===== config.mk =====
export PLATFORM = sky130hd
export DESIGN_NAME = fwd_track_unit
export DESIGN_NICKNAME = d
export VERILOG_FILES = /design/src/rtl/fwd_track_unit.sv
export SDC_FILE = /design/constraint.sdc
export NUM_CORES = 1
export LEC_CHECK = 0
export BUFFER_PORTS_ARGS = -buffer_cell sky130_fd_sc_hd__buf_2
export CAP_MARGIN = 25
export CORE_MARGIN = 2
export CORE_UTILIZATION = 40
export CTS_BUF_LIST = sky130_fd_sc_hd__clkbuf_16
export DETAILED_ROUTE_END_ITERATION = 6
export GPL_TIMING_DRIVEN = 1
export PLACE_DENSITY = 0.81
export SLEW_MARGIN = 15
export SYNTH_ARGS = -nofsm -noshare
export SYNTH_HDL_FRONTEND = slang
export SYNTH_SLANG_ARGS = --single-unit

===== constraint.sdc =====
create_clock -name clk -period 4.35 [get_ports clk]
set_input_delay 1.305 -clock clk [delete_from_list [all_inputs] [get_ports clk]]
set_output_delay 1.305 -clock clk [all_outputs]
set_load 0.03 [all_outputs]

===== src/rtl/fwd_track_unit.sv =====
// Forwarding / hazard tracker.
// A shift pipeline of producer records {addr, we, tnew} follows each instruction
// from E onward. Every read port is resolved against it in the same cycle.
// The youngest matching stage decides the outcome:
//   - it forwards that stage's result, or
//   - it blocks the operand, and may request a stall.
module fwd_track_unit #(
  parameter int unsigned DATA_W   = 32,
  parameter int unsigned ADDR_W   = 5,
  parameter int unsigned STAGES   = 3,
  parameter int unsigned RD_PORTS = 2,
  parameter int unsigned TNEW_W   = 3
) (
  input  logic                         clk,
  input  logic                         reset,
  input  logic                         flush,
  input  logic [ADDR_W-1:0]            in_addr,
  input  logic                         in_we,
  input  logic [TNEW_W-1:0]            in_tnew,
  input  logic [STAGES*DATA_W-1:0]     stage_data,
  input  logic [RD_PORTS*ADDR_W-1:0]   rd_addr,
  input  logic [RD_PORTS*TNEW_W-1:0]   rd_tuse,
  input  logic [RD_PORTS*DATA_W-1:0]   rd_data_now,
  output logic [RD_PORTS*DATA_W-1:0]   rd_data_fwd,
  output logic [RD_PORTS-1:0]          rd_ready,
  output logic                         stall_req,
  output logic [31:0]                  stall_cycles
);

  logic [ADDR_W-1:0] rec_addr [STAGES];
  logic [STAGES-1:0] rec_we;
  logic [TNEW_W-1:0] rec_tnew [STAGES];
  logic [RD_PORTS-1:0] hazard;

  // Record pipeline: stage 0 captures the instruction leaving D (or a bubble),
  // older stages shift with a saturating T_new countdown.
  always_ff @(posedge clk or posedge reset) begin
    if (reset) begin
      for (int unsigned i = 0; i < STAGES; i++) begin
        rec_addr[i] <= '0;
        rec_tnew[i] <= '0;
      end
      rec_we <= '0;
    end else begin
      if (stall_req || flush) begin
        rec_addr[0] <= '0;
        rec_we[0]   <= 1'b0;
        rec_tnew[0] <= '0;
      end else begin
        rec_addr[0] <= in_addr;
        rec_we[0]   <= in_we && (in_addr != '0);
        rec_tnew[0] <= in_tnew;
      end
      for (int unsigned i = 1; i < STAGES; i++) begin
        rec_addr[i] <= rec_addr[i-1];
        rec_we[i]   <= rec_we[i-1];
        rec_tnew[i] <= (rec_tnew[i-1] == '0) ? '0 : rec_tnew[i-1] - TNEW_W'(1);
      end
    end
  end

  // Per-port resolution. Stages are scanned oldest first, so the youngest match
  // overwrites the result. A blocked young match therefore hides older stages.
  always_comb begin
    rd_data_fwd = rd_data_now;
    rd_ready    = '1;
    hazard      = '0;
    for (int unsigned p = 0; p < RD_PORTS; p++) begin
      for (int unsigned k = STAGES; k > 0; k--) begin
        if (rec_we[k-1] &&
            (rec_addr[k-1] == rd_addr[p*ADDR_W +: ADDR_W]) &&
            (rd_addr[p*ADDR_W +: ADDR_W] != '0)) begin
          if (rec_tnew[k-1] == '0) begin
            rd_data_fwd[p*DATA_W +: DATA_W] = stage_data[(k-1)*DATA_W +: DATA_W];
            rd_ready[p] = 1'b1;
            hazard[p]   = 1'b0;
          end else begin
            rd_data_fwd[p*DATA_W +: DATA_W] = rd_data_now[p*DATA_W +: DATA_W];
            rd_ready[p] = 1'b0;
            hazard[p]   = rec_tnew[k-1] > rd_tuse[p*TNEW_W +: TNEW_W];
          end
        end
      end
    end
  end

  assign stall_req = |hazard;

  // Saturating count of cycles spent stalled.
  always_ff @(posedge clk or posedge reset) begin
    if (reset) begin
      stall_cycles <= '0;
    end else if (stall_req && (stall_cycles != '1)) begin
      stall_cycles <= stall_cycles + 32'd1;
    end
  end

endmodule

==> flow_summary_export.csv <==
group,metric,value,unit
run_status,status,"finished, violations left",
run_status,violations,"negative setup slack",
critical_path,cp-end-kind,"output port",
critical_path,start_kind,"input port",
global_route,grt_overflow,0,
worst_hold_path,min_from,"rec_we[1]",
critical_path,reg2reg_slack,1330,ps
clock_network,clock_path_buffers,2,
clock_network,cts.htree.levels,3,
yosys,synth-async-reset-ratio,100.0,%
yosys,synthDistinctLibCells,47,
clock_network,cts-root-buf,"clkbuf_16",
yosys,synthesis.nets,860,
timing,hold_violations,0,
timing,fin_crit,4976,ps
clock_network,cts_hold_buf,0,
yosys,synth_seq_area_share,26.25,%
yosys,synth_cells,651,
critical_path,reg2reg_from,"stall_cycles[13]",
clock_network,clk_pin_slew_worst_paths,50,ps
pwr,comb_power_share,34.4,%
clock_network,tritoncts,"built",
drt,drtIter0Drc,609,
finish,drive_gt1_share,59.26,%
global_route,grt_max_degree,56,
yosys,ys_ff_latch,59,
pwr,seq_power_share,29.6,%
placed_design,placedCellCount,1146,
critical_path,slowest_stage,"or4_4",
drt,wire_per_inst,21.29,microns
finish,stdcell_count,1181,
critical_path,regToRegEndpoint,"stall_cycles[15]",
yosys,synth_area_leaders,"dfrtp_1 (26%), xnor2_1 (8.3%), o22ai_1 (7.1%)",
critical_path,worstPathMaxFanout,12,
yosys,synth_edf_count,0,
global_route,antenna_found_initial,7,
timing,finalSetupViolCount,66,
floorplan,core_area,0.01383,sq mm
timing,finalCritPeriodShare,114.4,%
yosys,synth_top_area_cell,"dfrtp_1",
clock_network,worstSkewPairLatency,320,ps
pwr,internal_power,1.388,mW
clock_network,clock_sinks,59,
timing,maxSlewHeadroom,49.85,%
timing,timing.hold.ws,411.9,ps
finish,fillers,926,
floorplan,die_area,0.01503,sq mm
finish,final_cell_mix,"buf_2 (216), buf_6 (74), buf_4 (65)",
timing,max_freq,201.0,MHz
global_route,grt_pass1_vias,7070,
floorplan,start_util,40.68,%
critical_path,crit_buf_inv,4,
drt,drc,0,
drt,first_pass_iters,5,
timing,finalMaxSlewViolations,0,
critical_path,critPathKind,"input port to output port",
critical_path,cp_top_family,"simple AND/OR/NAND/NOR gates",
worst_hold_path,whs_endpoint,"rec_we[2]",
drt,ant_nets,0,
critical_path,critPathMaxStageDelay,540,ps
floorplan,num_rows,43,
yosys,synth_warnings,0,
finish,syn_to_final_growth,78.29,%
worst_hold_path,holdPathStages,0,
floorplan,dieWidth,122.6,microns
pwr,p_per_area,199.1,mW/mm^2
finish,mostFrequentLayoutCell,"buf_2",
placed_design,numPortBuffers,286,
pwr,p_leak,4.325,nW
floorplan,fp.dieH,122.6,microns
timing,fin_ws,-626.2,ps
yosys,ys.flop_type,"dfrtp_1",
critical_path,required,3040,ps
worst_hold_path,min_path_type,"flip-flop to flip-flop",
global_route,grt_pass1_wl,35.62,mm
timing,skew,7.030,ps
clock_network,cts_buffers,9,
global_route,track_usage,30.25,%
timing,tightest_slew,752.2,ps
pwr,swShare,30.47,%
critical_path,worstPathCellList,"buf_6 -> or4_4 -> nor2_4 -> nor4_4 -> nor4_2 -> nand2_2 -> a31oi_4 -> buf_4 -> clkbuf_16 -> nor2_1 -> a211oi_4 -> buf_6",
yosys,syn-cell-area,0.005625,sq mm
timing,grt_setup_unrepaired,"yes",
floorplan,io-pin-count,287,
drt,vias_per_cell,5.920,
placed_design,place_congestion,0.9231,
drt,vias,6992,
yosys,synth_top_area_share,26.25,%
finish,layout.nets,1198,
critical_path,r2r_cells,7,
pwr,pwr-share-clk,36.0,%
drt,finalWirelength,25.15,mm
placed_design,dp_hpwl,16.73,mm
job,drv_cap,0,
critical_path,cp_common_cell,"buf_6",
critical_path,worstPathArrival,3670,ps
pwr,ir_drop,0.0003076,V
yosys,syn_area_per_cell,8.641,sq um
pwr,power_switching,0.6085,mW
[worst register-to-register path, stage by stage, from the launching register on]
cell and delay, ps:
dfrtp_1 460, nand4_1 180, nor3_1 440, nand4_1 240, or4_1 890, and3b_1 440
nand3_1 150, xnor2_1 140
[per-stage QoR]
step | setup TNS, ps | power (mW) | setup slack [ps] | util, % | cell area [sq um]
after global routing | -32670 | 2.079 | -831.5 | 72.50 | 10020
after detailed placement | -30280 | 1.186 | -525.6 | 63.61 | 8795
final | -27750 | 1.997 | -626.2 | 72.54 | 10030
after global placement | -28800 | 1.171 | -497.0 | 63.61 | 8795
after floorplan | -15350 | 0.9580 | -273.5 | - | 6550
after CTS | -24470 | 1.980 | -467.4 | 70.60 | 9762
[layout make-up]
cell class / count / area (sq um) / share of cell area [%]
sequential: 59 / 1476 / 14.72
timing repair buffer: 378 / 2873 / 28.64
clock inverter: 7 / 83.83 / 0.8358
inverter: 15 / 56.30 / 0.5614
clock buffer: 9 / 225.2 / 2.246
antenna: 7 / 17.52 / 0.1747
multi-input combinational: 526 / 5072 / 50.57
tap: 180 / 225.2 / 2.246
[cells in the mapped netlist (3+ instances only)]
cell type	count
dfrtp_1	59
o22ai_1	64
buf_6	5
inv_1	15
nand4_1	23
nand2_1	46
o21a_1	4
clkbuf_1	31
o31ai_2	30
nor2b_1	5
a211oi_1	9
a21oi_1	3
xor2_1	8
xnor2_1	53
buf_2	6
or4_1	5
or3_1	3
nor4_1	3
and2_1	11
buf_1	8
a31oi_1	5
nor3_1	7
ha_1	21
nor2_1	76
a211oi_2	23
nor3b_1	32
o21ai_0	5
mux2_2	34
nand3_1	19
and3_1	15
[sequential cells by signal, indices dropped and copies added (netlist names)]
signal and cells:
rec_addr 15, rec_tnew 9, rec_we 3, stall_cycles 32
[power groups by stage]
stage	logic (mW)	clock network [mW]	registers (mW)
detailed placement	0.587	0	0.600
floorplan	0.355	0	0.603
global route	0.726	0.760	0.594
finish	0.687	0.718	0.592
global placement	0.573	0	0.598
CTS	0.657	0.731	0.591
[worst max-delay path by stage]
stage	endpoint	start	cells past startpoint	slack, ps
floorplan	rd_data_fwd[10]	rd_addr[4]	9	-270
global placement	rd_data_fwd[22]	rd_addr[4]	11	-500
detailed placement	rd_data_fwd[13]	rd_addr[4]	11	-530
CTS	rd_data_fwd[28]	rd_addr[3]	11	-470
global route	rd_data_fwd[19]	rd_addr[3]	12	-830
finish	rd_data_fwd[19]	rd_addr[3]	12	-630
[logic make-up after synthesis]
group,synth area share [%]
adders and majority gates,4.671
muxes,6.806
and+or+nand+nor,23.78
AOI/OAI and AO/OA,23.73
DFF,26.25
buffers and inverters,5.271
xor gates and xnor gates,9.497
[layer usage]
metal | share of wire (%) | global-route usage (%)
met3 | 9.7 | 10.78
met2 | 50 | 50.52
met5 | 0.052 | 0
met4 | 6.4 | 19.68
met1 | 34 | 32.28
[timing repair]
| action | CTS | global route |
|---|---|---|
| setup endpoints to repair | 67 | 67 |
| setup buffers | 3 | 7 |
| pin swaps | 8 | 11 |
| hold endpoints to repair | 0 | 0 |
| gates cloned | 0 | 3 |
| gates resized for setup | 175 | 26 |
No activity file was read; power rests on OpenSTA's default activity.
